File: src/rtl/hpdcache_mem_read_sched_if.sv
// Bundle of requester-side and memory-side handshake signals around the read scheduler.
// The scheduler attaches through the slave modport; requesters and the read adapter use master.
interface hpdcache_mem_read_sched_if #(
  parameter int N_REQ      = 2,
  parameter int ID_WIDTH   = 4,
  parameter int ADDR_WIDTH = 64,
  parameter int LEN_WIDTH  = 8
);
  logic [N_REQ-1:0]            req_valid_i;
  logic [N_REQ-1:0]            req_ready_o;
  logic [N_REQ*ADDR_WIDTH-1:0] req_addr_i;
  logic [N_REQ*LEN_WIDTH-1:0]  req_len_i;
  logic [N_REQ*ID_WIDTH-1:0]   req_id_i;

  logic                        mem_req_valid_o;
  logic                        mem_req_ready_i;
  logic [ADDR_WIDTH-1:0]       mem_req_addr_o;
  logic [LEN_WIDTH-1:0]        mem_req_len_o;
  logic [ID_WIDTH-1:0]         mem_req_id_o;

  logic                        mem_resp_valid_i;
  logic                        mem_resp_ready_o;
  logic [ID_WIDTH-1:0]         mem_resp_id_i;
  logic                        mem_resp_last_i;
  logic [N_REQ-1:0]            resp_valid_o;
  logic [N_REQ-1:0]            resp_ready_i;

  modport slave (
    input  req_valid_i, req_addr_i, req_len_i, req_id_i,
    output req_ready_o,
    output mem_req_valid_o, mem_req_addr_o, mem_req_len_o, mem_req_id_o,
    input  mem_req_ready_i,
    input  mem_resp_valid_i, mem_resp_id_i, mem_resp_last_i, resp_ready_i,
    output mem_resp_ready_o, resp_valid_o
  );

  modport master (
    output req_valid_i, req_addr_i, req_len_i, req_id_i,
    input  req_ready_o,
    input  mem_req_valid_o, mem_req_addr_o, mem_req_len_o, mem_req_id_o,
    output mem_req_ready_i,
    output mem_resp_valid_i, mem_resp_id_i, mem_resp_last_i, resp_ready_i,
    input  mem_resp_ready_o, resp_valid_o
  );
endinterface

File: src/rtl/hpdcache_mem_read_sched.sv
// Round-robin read-request scheduler with per-requester credits and an ID ownership table
// used to steer response beats back to the requester that issued the ID.
module hpdcache_mem_read_sched #(
  parameter int N_REQ      = 2,
  parameter int ID_WIDTH   = 4,
  parameter int MAX_OUTST  = 4,
  parameter int ADDR_WIDTH = 64,
  parameter int LEN_WIDTH  = 8
) (
  input  logic                                   clk_i,
  input  logic                                   rst_i,
  hpdcache_mem_read_sched_if.slave               bus,
  output logic [N_REQ*$clog2(MAX_OUTST+1)-1:0]   outst_cnt_o,
  output logic                                   unknown_id_err_o
);
  localparam int CNT_W = $clog2(MAX_OUTST + 1);
  localparam int N_ID  = 2 ** ID_WIDTH;
  localparam int OWN_W = $clog2(N_REQ);

  typedef logic [CNT_W-1:0] cnt_t;
  typedef logic [OWN_W-1:0] own_t;

  localparam cnt_t CNT_MAX = cnt_t'(MAX_OUTST);

  function automatic cnt_t cnt_next(cnt_t cnt, logic inc, logic dec);
    cnt_t res;
    res = cnt;
    if (inc && !dec && (cnt != CNT_MAX)) res = cnt + cnt_t'(1);
    else if (dec && !inc && (cnt != '0)) res = cnt - cnt_t'(1);
    return res;
  endfunction

  function automatic own_t ptr_inc(own_t p);
    return (p == own_t'(N_REQ - 1)) ? '0 : p + own_t'(1);
  endfunction

  logic [N_ID-1:0]       r_busy;
  own_t                  r_owner [N_ID];
  cnt_t                  r_cnt   [N_REQ];
  own_t                  r_ptr;
  logic                  r_err;
  logic                  r_vld_p1;
  logic [ADDR_WIDTH-1:0] r_addr_p1;
  logic [LEN_WIDTH-1:0]  r_len_p1;
  logic [ID_WIDTH-1:0]   r_id_p1;

  logic [ID_WIDTH-1:0]   w_req_id [N_REQ];
  logic [N_REQ-1:0]      w_elig;
  logic                  w_ld;
  logic                  w_found;
  logic                  w_grant;
  own_t                  w_win;
  logic [ID_WIDTH-1:0]   w_win_id;
  logic [ADDR_WIDTH-1:0] w_win_addr;
  logic [LEN_WIDTH-1:0]  w_win_len;
  logic                  w_hit;
  own_t                  w_owner;
  logic                  w_mresp_rdy;
  logic                  w_retire;

  // Eligibility uses only registered credit/table state; frees land next cycle.
  always_comb begin
    for (int i = 0; i < N_REQ; i++) begin
      w_req_id[i] = bus.req_id_i[i*ID_WIDTH +: ID_WIDTH];
      w_elig[i]   = bus.req_valid_i[i] && (r_cnt[i] < CNT_MAX) && !r_busy[w_req_id[i]];
    end
  end

  always_comb begin
    own_t idx;
    idx     = r_ptr;
    w_found = 1'b0;
    w_win   = r_ptr;
    for (int k = 0; k < N_REQ; k++) begin
      if (!w_found && w_elig[idx]) begin
        w_found = 1'b1;
        w_win   = idx;
      end
      idx = ptr_inc(idx);
    end
  end

  assign w_ld       = !r_vld_p1 || bus.mem_req_ready_i;
  assign w_grant    = w_ld && w_found;
  assign w_win_id   = bus.req_id_i[int'(w_win)*ID_WIDTH +: ID_WIDTH];
  assign w_win_addr = bus.req_addr_i[int'(w_win)*ADDR_WIDTH +: ADDR_WIDTH];
  assign w_win_len  = bus.req_len_i[int'(w_win)*LEN_WIDTH +: LEN_WIDTH];

  always_comb begin
    bus.req_ready_o = '0;
    if (w_grant) bus.req_ready_o[w_win] = 1'b1;
  end

  // Beats with an unallocated ID are swallowed so the adapter never stalls on them.
  assign w_hit       = r_busy[bus.mem_resp_id_i];
  assign w_owner     = r_owner[bus.mem_resp_id_i];
  assign w_mresp_rdy = w_hit ? bus.resp_ready_i[w_owner] : 1'b1;
  assign w_retire    = bus.mem_resp_valid_i && w_mresp_rdy && bus.mem_resp_last_i && w_hit;

  always_comb begin
    bus.resp_valid_o = '0;
    if (w_hit) bus.resp_valid_o[w_owner] = bus.mem_resp_valid_i;
  end

  assign bus.mem_resp_ready_o = w_mresp_rdy;

  always_ff @(posedge clk_i or posedge rst_i) begin
    if (rst_i) begin
      r_vld_p1 <= 1'b0;
      r_busy   <= '0;
      r_ptr    <= '0;
      r_err    <= 1'b0;
      for (int i = 0; i < N_REQ; i++) r_cnt[i] <= '0;
    end else begin
      if (w_ld) r_vld_p1 <= w_grant;
      if (w_grant) r_ptr <= ptr_inc(w_win);
      if (w_retire) r_busy[bus.mem_resp_id_i] <= 1'b0;
      if (w_grant) r_busy[w_win_id] <= 1'b1;
      for (int i = 0; i < N_REQ; i++) begin
        r_cnt[i] <= cnt_next(r_cnt[i], w_grant && (w_win == own_t'(i)),
                             w_retire && (w_owner == own_t'(i)));
      end
      if (bus.mem_resp_valid_i && !w_hit) r_err <= 1'b1;
    end
  end

  // ---- stage p1: request output register ----
  always_ff @(posedge clk_i) begin
    if (w_grant) begin
      r_addr_p1         <= w_win_addr;
      r_len_p1          <= w_win_len;
      r_id_p1           <= w_win_id;
      r_owner[w_win_id] <= w_win;
    end
  end

  assign bus.mem_req_valid_o = r_vld_p1;
  assign bus.mem_req_addr_o  = r_addr_p1;
  assign bus.mem_req_len_o   = r_len_p1;
  assign bus.mem_req_id_o    = r_id_p1;
  assign unknown_id_err_o    = r_err;

  always_comb begin
    for (int i = 0; i < N_REQ; i++) outst_cnt_o[i*CNT_W +: CNT_W] = r_cnt[i];
  end

  for (genvar g = 0; g < N_REQ; g++) begin : g_cnt_chk
    a_no_overflow: assert property (@(posedge clk_i) disable iff (rst_i)
      !(w_grant && (w_win == own_t'(g)) && !(w_retire && (w_owner == own_t'(g)))
        && (r_cnt[g] == CNT_MAX)));
    a_no_underflow: assert property (@(posedge clk_i) disable iff (rst_i)
      !(w_retire && (w_owner == own_t'(g)) && !(w_grant && (w_win == own_t'(g)))
        && (r_cnt[g] == '0)));
  end
endmodule

File: src/flat_wrapper.sv
// flat-port wrapper written by rule: the top's interface ports become plain ports
module hpdcache_mem_read_sched_flat 
#(
  parameter int N_REQ      = 2,
  parameter int ID_WIDTH   = 4,
  parameter int MAX_OUTST  = 4,
  parameter int ADDR_WIDTH = 64,
  parameter int LEN_WIDTH  = 8
)
  (clk_i, rst_i, outst_cnt_o, unknown_id_err_o, bus_req_valid_i, bus_req_addr_i, bus_req_len_i, bus_req_id_i, bus_req_ready_o, bus_mem_req_valid_o, bus_mem_req_addr_o, bus_mem_req_len_o, bus_mem_req_id_o, bus_mem_req_ready_i, bus_mem_resp_valid_i, bus_mem_resp_id_i, bus_mem_resp_last_i, bus_resp_ready_i, bus_mem_resp_ready_o, bus_resp_valid_o);
  hpdcache_mem_read_sched_if #(.N_REQ(N_REQ), .ID_WIDTH(ID_WIDTH), .ADDR_WIDTH(ADDR_WIDTH), .LEN_WIDTH(LEN_WIDTH)) bus_i ();
  input  logic clk_i;
  input  logic rst_i;
  output logic [N_REQ*$clog2(MAX_OUTST+1)-1:0] outst_cnt_o;
  output logic unknown_id_err_o;
  input wire logic [$bits(bus_i.req_valid_i)-1:0] bus_req_valid_i;
  input wire logic [$bits(bus_i.req_addr_i)-1:0] bus_req_addr_i;
  input wire logic [$bits(bus_i.req_len_i)-1:0] bus_req_len_i;
  input wire logic [$bits(bus_i.req_id_i)-1:0] bus_req_id_i;
  output wire logic [$bits(bus_i.req_ready_o)-1:0] bus_req_ready_o;
  output wire logic [$bits(bus_i.mem_req_valid_o)-1:0] bus_mem_req_valid_o;
  output wire logic [$bits(bus_i.mem_req_addr_o)-1:0] bus_mem_req_addr_o;
  output wire logic [$bits(bus_i.mem_req_len_o)-1:0] bus_mem_req_len_o;
  output wire logic [$bits(bus_i.mem_req_id_o)-1:0] bus_mem_req_id_o;
  input wire logic [$bits(bus_i.mem_req_ready_i)-1:0] bus_mem_req_ready_i;
  input wire logic [$bits(bus_i.mem_resp_valid_i)-1:0] bus_mem_resp_valid_i;
  input wire logic [$bits(bus_i.mem_resp_id_i)-1:0] bus_mem_resp_id_i;
  input wire logic [$bits(bus_i.mem_resp_last_i)-1:0] bus_mem_resp_last_i;
  input wire logic [$bits(bus_i.resp_ready_i)-1:0] bus_resp_ready_i;
  output wire logic [$bits(bus_i.mem_resp_ready_o)-1:0] bus_mem_resp_ready_o;
  output wire logic [$bits(bus_i.resp_valid_o)-1:0] bus_resp_valid_o;
  assign bus_i.req_valid_i = bus_req_valid_i;
  assign bus_i.req_addr_i = bus_req_addr_i;
  assign bus_i.req_len_i = bus_req_len_i;
  assign bus_i.req_id_i = bus_req_id_i;
  assign bus_req_ready_o = bus_i.req_ready_o;
  assign bus_mem_req_valid_o = bus_i.mem_req_valid_o;
  assign bus_mem_req_addr_o = bus_i.mem_req_addr_o;
  assign bus_mem_req_len_o = bus_i.mem_req_len_o;
  assign bus_mem_req_id_o = bus_i.mem_req_id_o;
  assign bus_i.mem_req_ready_i = bus_mem_req_ready_i;
  assign bus_i.mem_resp_valid_i = bus_mem_resp_valid_i;
  assign bus_i.mem_resp_id_i = bus_mem_resp_id_i;
  assign bus_i.mem_resp_last_i = bus_mem_resp_last_i;
  assign bus_i.resp_ready_i = bus_resp_ready_i;
  assign bus_mem_resp_ready_o = bus_i.mem_resp_ready_o;
  assign bus_resp_valid_o = bus_i.resp_valid_o;
  hpdcache_mem_read_sched #(.N_REQ(N_REQ), .ID_WIDTH(ID_WIDTH), .MAX_OUTST(MAX_OUTST), .ADDR_WIDTH(ADDR_WIDTH), .LEN_WIDTH(LEN_WIDTH)) u_core (.clk_i(clk_i), .rst_i(rst_i), .bus(bus_i), .outst_cnt_o(outst_cnt_o), .unknown_id_err_o(unknown_id_err_o));
endmodule
File: config.mk
export PLATFORM = sky130hd
export DESIGN_NAME = hpdcache_mem_read_sched_flat
export DESIGN_NICKNAME = d
export VERILOG_FILES = /design/src/rtl/hpdcache_mem_read_sched_if.sv /design/src/rtl/hpdcache_mem_read_sched.sv /design/src/flat_wrapper.sv
export SDC_FILE = /design/constraint.sdc
export NUM_CORES = 1
export LEC_CHECK = 0
export ABC_AREA = 1
export CORE_AREA = 2 2 128 130
export CTS_CLUSTER_DIAMETER = 60
export CTS_CLUSTER_SIZE = 25
export DETAILED_ROUTE_END_ITERATION = 7
export DIE_AREA = 0 0 130 132
export HOLD_SLACK_MARGIN = 0.08
export PLACE_DENSITY = 0.76
export SYNTH_ARGS = -nofsm -noshare
export SYNTH_HDL_FRONTEND = slang
export SYNTH_SLANG_ARGS = --single-unit
File: constraint.sdc
create_clock -name clk_i -period 3.5 [get_ports clk_i]
set_input_delay 0.7 -clock clk_i [delete_from_list [all_inputs] [get_ports clk_i]]
set_output_delay 0.7 -clock clk_i [all_outputs]
set_load 0.05 [all_outputs]
==> summary.md, run 1 <==
| Metric | Value |
|---|---|
| Vias | about 5,700 |
| Worst-path fanout max | 10 |
| Routability congestion estimate | just under 0.9 |
| Initial core utilization | between 30% and 40% |
| Initial antenna violation count | 1 |
| PortBufs | between 200 and 300 |
| Actual slew at the worst max-slew pin | between 1000 and 1500 ps |
| Final Non-Filler Cells | ~1,200 |
| Max_slew headroom | ~30% |
| Hold crit path type | reg -> reg |
| Max layer used | met4 |
| Die Footprint | 17,200 sq um |
| Clock sinks | between 100 and 150 |
| Area delta synth->final | 56.1% |
| Initial DRC Count | between 400 and 500 |
| Vias in the first global route | a little under 6,000 |
| Chip width | around 130 microns |
| Grt ovf | 0 |
| Clk buf depth | 2 |
| DR WL/cell | approximately 16 microns |
| DP Cell Count | about 1,200 |
| Crit-path slowest cell | clkdlybuf4s50_1 |
| Seq/Total Area, Yosys | roughly 56% |
| Commonest cells after routing, fill and taps aside | nand2_1 (399), clkdlybuf4s50_1 (247), edfxtp_1 (92) |
| Cells after synthesis | 730 |
| Critical path capture point type | output pin |
| Clock share of power | between 20 and 25% |
| Max Cap Viol | 0 |
| First-pass GRT wire length | ~30 mm |
| Setup violators final | 0 |
| Worst Path Buf+Inv | 5 |
| Switching power | approximately 3400 uW |
| Synthesized cell area | approximately 6000 sq um |
| I/O Pins | between 200 and 300 |
| Max-slew violations | 0 |
| Avg Inst Size Synth | ~8.3 sq um |
| Chip height | roughly 130 microns |
| Switching Share | 43.9% |
| Critical Path Start Type | input pin |
| Post-synth EDFFs | a little over 90 |
| Final Cycle Share | a little over nine tenths |
| Distinct cells, synth | 27 |
| Nets | about 1,200 |
| WHS | approximately 460 ps |
| H-tree levels | 4 |
| Register bit count reported by yosys | 117 |
| GRT Total Usage | 23.2% |
| Fmax | between 300 and 400 MHz |
| Family with the most delay on the worst path | buffers and inverters |
| Pre-antenna DRT Iters | 8 |
| Cell internal pwr | 4300 uW |
| Core footprint | roughly 16,000 sq um |
| Top cell by count, worst path | nand3_1 |
| Num rows | 46 |
| Most common cell after layout, fill and taps aside | nand2_1 |
| Worst setup path class | in -> out |
| Clock transition at path regs | 50 ps |
| RSZ-0062 raised after global routing | no |
| Largest net degree at the start of global routing | 73 |
| Gate power share | 47.9% |
| Root buffer cell | clkbuf_16 |
| Status | finished clean |
| Syn nets | between 800 and 900 |
| Synth warnings | 0 |
| Post-Route WL | about 19 mm |
| Vias per cell | between 4 and 5 |
| Arr. time, crit path | 2610 ps |
| Antenna viol nets, final | 0 |
| Sequential share of power | between 30% and 40% |
| Final hold vios | 0 |
| WL met1 | about 7.4 mm |
| Data required, critical path | around 2800 ps |
| Metal3 WL | between 1.5 and 2 mm |
| CTS Buf Count | 17 |
| Pwr/cell area | ~810 nW/um^2 |
| Peak supply drop | between 0.0004 and 0.0005 V |
| Clock Latency Late Sink | about 420 ps |
| Final min period | roughly 3300 ps |
| Leakage | 0.00426 uW |
| Top_reg_cell synth | edfxtp_1 |
| Clock skew | 9.05 ps |
| Met2 Wirelength | 9.61 mm |
| DRC Markers | 0 |
| Critical Path, Cell by Cell | clkdlybuf4s50_1, inv_4, nand2_1, nand3_1, nand3_1, nand3_1, nand3_2, inv_1, o211ai_1, inv_1, buf_12 |
| Post-DP HPWL | 14.4 mm |
| Sum Neg Setup Slack | 0 ps |
| Layout cells sized above 1 | 8.77% |
| Critical Path Max Stage Delay | between 700 and 800 ps |
| Asr flop ratio synth | about a fifth |
| CTS tree | yes |
| Post-CTS Hold Buffers | 0 |
[cells in the mapped netlist (2+ instances only)]
master | n | area share [%]
nand2_1 | 400 | 25
edfxtp_1 | 92 | 46
inv_1 | 60 | 3.7
nand3_1 | 40 | 3.3
dfrtp_1 | 25 | 10
o21ai_0 | 17 | 1.4
o21ai_1 | 12 | 1.0
nor2_1 | 11 | 0.68
buf_2 | 10 | 0.83
nand2_2 | 8 | 0.83
nor2_2 | 8 | 0.83
buf_6 | 6 | 1.1
clkbuf_1 | 6 | 0.37
inv_2 | 6 | 0.37
nand2_4 | 5 | 0.93
nand3_2 | 5 | 0.83
inv_4 | 3 | 0.31
nand4_1 | 3 | 0.31
fa_1 | 2 | 0.66
nor2_4 | 2 | 0.37
o211ai_1 | 2 | 0.25
o21ai_2 | 2 | 0.29
[stage by stage]
stage	power [uW]	setup WS, ps	cell area [sq um]	util, %
after CTS	7730	159	9420	59.9
final	7670	187	9420	60.0
after global placement	5980	172	8850	56.3
after global routing	8100	18.2	9420	60.0
after floorplan	4740	303	6040	-
after detailed placement	6020	46.9	8850	56.3
[sequential cells by signal (all words and copies together), names as in the netlist]
| name | cells |
|---|---|
| u_core.unknown_id_err_o | 1 |
| u_core.outst_cnt_o | 6 |
| u_core.bus.mem_req_valid_o | 1 |
| u_core.bus.mem_req_len_o | 8 |
| u_core.r_ptr | 1 |
| u_core.r_busy | 16 |
| u_core.bus.mem_req_id_o | 4 |
| u_core.bus.mem_req_addr_o | 64 |
| u_core.r_owner | 16 |
[final cells by class]
type / instances / area (sq um)
diodes: 1 / 2.50
clock buffers: 17 / 425
multi-input cells: 519 / 2230
repair buffers: 266 / 2700
inverters: 70 / 274
well taps: 216 / 270
fillers: 1346 / 6290
clock inverters: 14 / 138
flip-flops and latches: 117 / 3390
[what timing repair did]
action	CTS	global route
setup endpoints to repair	0	1
gates resized for setup	0	1
setup buffers	0	0
[logic make-up (layout without fill, tap and decap cells)]
kind of cell,after synthesis,count (layout),synth area share [%]
fa+ha+maj,2,2,0.663
buf+inv,94,367,7.01
flops,117,117,56.1
other cells,0,1,0
simple gates,482,482,33.0
compound gates,35,35,3.21
[layer usage]
metal | vias up | global-route usage (%)
met3 | 37 | 8.93
met1 | 2613 | 26.9
met5 | - | 0
met2 | 262 | 39.0
li1 | 2826 | -
met4 | 0 | 7.83
[worst register-to-register path: cells and delay by family (launching register included)]
kind | cells | cell delay, ps
AO/OA/AOI/OAI | 1 | 150
AND/OR/NAND/NOR | 9 | 910
adder cells (fa/ha/maj) | 1 | 440
buffers and inverters | 4 | 480
flip-flops | 1 | 400
[power groups by stage]
stage / clock (uW) / sequential [uW] / combinational, uW
2_1_floorplan: 0 / 3320 / 1430
3_3_place_gp: 0 / 2330 / 3650
3_5_place_dp: 0 / 2340 / 3670
4_1_cts: 1700 / 2330 / 3700
5_1_grt: 1760 / 2370 / 3970
6_report: 1670 / 2320 / 3680
[path summary, 6_finish.rpt]
path | slack, ps | end | from | cells after the start
hold reg to reg | 460 | u_core.unknown_id_err_o | u_core.unknown_id_err_o | 1
setup reg to reg | 1000 | u_core.outst_cnt_o[5] | u_core.r_busy[9] | 15
max in group asynchronous | 2020 | u_core.r_busy[14] | rst_i | 2
setup / recovery | 190 | bus_req_ready_o[1] | bus_req_id_i[4] | 11
hold / removal | 460 | u_core.unknown_id_err_o | u_core.unknown_id_err_o | 1
min in group asynchronous | 840 | u_core.bus.mem_req_valid_o | rst_i | 2
(Power assumes the default switching activity.)
==> run 2: changes to the inputs <==
Settings changed: SLEW_MARGIN set to 25.
==> run 2 against run 1 <==
Combinational power hardly changed. Sequential share of layout area stayed put. Critical endpoint unchanged. Highest routed layer unchanged. First-iteration DRC count stayed put. Fmax hardly changed. Utilization stayed put. Cell count stayed put. Hold slack stayed put. Register-to-register slack hardly changed.
==> summary.md, run 2 (synthesized netlist as in run 1, its figures left out) <==
| Metric | Value |
|---|---|
| Critical path capture point type | output pin |
| WHS | approximately 460 ps |
| FF-to-FF setup slack | 1000 ps |
| Fmax | ~300 MHz |
| Vias per cell | 4.70 |
| Met2 Wirelength | 9.61 mm |
| R2r startpoint | u_core.r_busy[9] |
| Nets | 1,158 |
| Final min period | between 3000 and 4000 ps |
| Clock transition at path regs | around 50 ps |
| Chip width | between 100 and 150 microns |
| Post-DP HPWL | 14.4 mm |
| I/O Pins | between 200 and 300 |
| Chip height | around 130 microns |
| Hold Crit Start | u_core.unknown_id_err_o |
| Routability congestion estimate | slightly below 0.9 |
| Crit-path slowest cell | clkdlybuf4s50_1 |
| Data required, critical path | about 2800 ps |
| Commonest cells after routing, fill and taps aside | nand2_1 (399), clkdlybuf4s50_1 (247), edfxtp_1 (92) |
| Leakage | between 0.004 and 0.005 uW |
| Sequential share of power | 30.3% |
| Clock sinks | between 100 and 150 |
| Gate power share | a little under half |
| Final Cycle Share | a little over nine tenths |
| GRT Total Usage | a little under a quarter |
| Max FFs per register | between 60 and 70 |
| H-tree levels | 4 |
| Die Footprint | approximately 17,000 sq um |
| Vias | 5,739 |
| Max layer used | met4 |
| Clock Latency Late Sink | roughly 420 ps |
| Crit Reg-Reg Endpoint | u_core.outst_cnt_o[5] |
| Grt ovf | 0 |
| CTS Buf Count | 17 |
| Critical Path, Cell by Cell | clkdlybuf4s50_1, inv_4, nand2_1, nand3_1, nand3_1, nand3_1, nand3_2, inv_1, o211ai_1, inv_1, buf_12 |
| First-pass GRT wire length | around 30 mm |
| Post-Route WL | just under 20 mm |
| Hold Path Sink | u_core.unknown_id_err_o |
| Hold Path Stages | 1 |
| Sum Neg Setup Slack | 0 ps |
| WL met1 | between 7 and 8 mm |
| Hold crit path type | reg -> reg |
| Most common cell after layout, fill and taps aside | nand2_1 |
| DR WL/cell | 15.9 microns |
| Cell internal pwr | ~4300 uW |
| Post-CTS Hold Buffers | 0 |
| Clk buf depth | 2 |
| Core footprint | ~16,000 sq um |
| Area delta synth->final | 56.1% |
| Peak supply drop | ~0.00042 V |
| Actual slew at the worst max-slew pin | around 600 ps |
| Setup violators final | 0 |
| Clock share of power | a little over a fifth |
| Arr. time, crit path | between 2000 and 3000 ps |
| Pwr/cell area | between 800 and 900 nW/um^2 |
| Initial DRC Count | ~460 |
| Largest net degree at the start of global routing | 73 |
| Layout cells sized above 1 | roughly 9% |
| Root buffer cell | clkbuf_16 |
| Max_slew headroom | 60.4% |
| Critical Path Start Type | input pin |
| Clock skew | roughly 9.1 ps |
| PortBufs | ~250 |
| Switching power | about 3400 uW |
| Num rows | 46 |
| DRC Markers | 0 |
| Max-slew violations | 0 |
| Initial antenna violation count | 1 |
| RSZ-0062 raised after global routing | no |
| Post-CTS setup buffer count | 0 |
| Reg2Reg Depth | 15 |
| Final hold vios | 0 |
| Switching Share | 43.9% |
| Status | finished clean |
| Pre-antenna DRT Iters | 8 |
| Metal3 WL | around 1.9 mm |
| Critical Path Max Stage Delay | about 720 ps |
| Top cell by count, worst path | nand3_1 |
| Antenna viol nets, final | 0 |
| Worst-path fanout max | 10 |
| Max Cap Viol | 0 |
| CTS tree | yes |
| Initial core utilization | around two fifths |
| Vias in the first global route | 5,853 |
| Worst setup path class | in -> out |
run 2: per-layer routing:
| layer | vias to the layer above | global-route usage, % |
|---|---|---|
| li1 | 2826 | - |
| met5 | - | 0 |
| met2 | 262 | 39.0 |
| met3 | 37 | 8.93 |
| met4 | 0 | 7.83 |
| met1 | 2614 | 26.9 |
run 2: how the worst max path moves through the flow:
stage | start | end | slack, ps | cells past startpoint
floorplan | bus_req_id_i[4] | u_core.r_owner[12] | 300 | 14
global placement | bus_req_id_i[4] | u_core.outst_cnt_o[5] | 170 | 16
detailed placement | bus_req_id_i[4] | u_core.outst_cnt_o[5] | 50 | 16
CTS | bus_req_id_i[0] | bus_req_ready_o[1] | 160 | 10
global route | bus_req_id_i[4] | bus_req_ready_o[1] | 20 | 11
finish | bus_req_id_i[4] | bus_req_ready_o[1] | 190 | 11
run 2: power groups by stage:
stage,Sequential (uW),Combinational [uW],Clock [uW]
6_report,2320,3680,1670
5_1_grt,2370,3980,1760
3_5_place_dp,2340,3670,0
4_1_cts,2330,3700,1700
3_3_place_gp,2330,3650,0
2_1_floorplan,3320,1430,0
run 2: what timing repair did:
action / 4_1_cts / 5_1_grt
hold endpoints to repair: 0 / 0
setup endpoints to repair: 0 / 1
resized for setup: 0 / 1
run 2: worst max-delay path: cells and delay by family:
kind            cells  cell delay, ps
buf+inv             5            1230
simple gates        5             520
compound gates      1             170
run 2: cell type report:
type / count / area (sq um)
fillers: 1346 / 6290
flip-flops and latches: 117 / 3390
repair buffers: 266 / 2700
multi-input cells: 519 / 2230
clock buffers: 17 / 425
inverters: 70 / 274
well taps: 216 / 270
clock inverters: 14 / 138
diodes: 1 / 2.50
run 2: through the flow:
step / instance area (sq um) / setup WS [ps] / instances / power [uW] / utilization, %
final: 9420 / 189 / 1220 / 7670 / 60.0
after global routing: 9420 / 18.2 / 1220 / 8100 / 60.0
after CTS: 9420 / 159 / 1219 / 7730 / 59.9
after detailed placement: 8850 / 46.9 / 1188 / 6020 / 56.3
after global placement: 8850 / 172 / 1188 / 5980 / 56.3
after floorplan: 6040 / 303 / 730 / 4740 / -
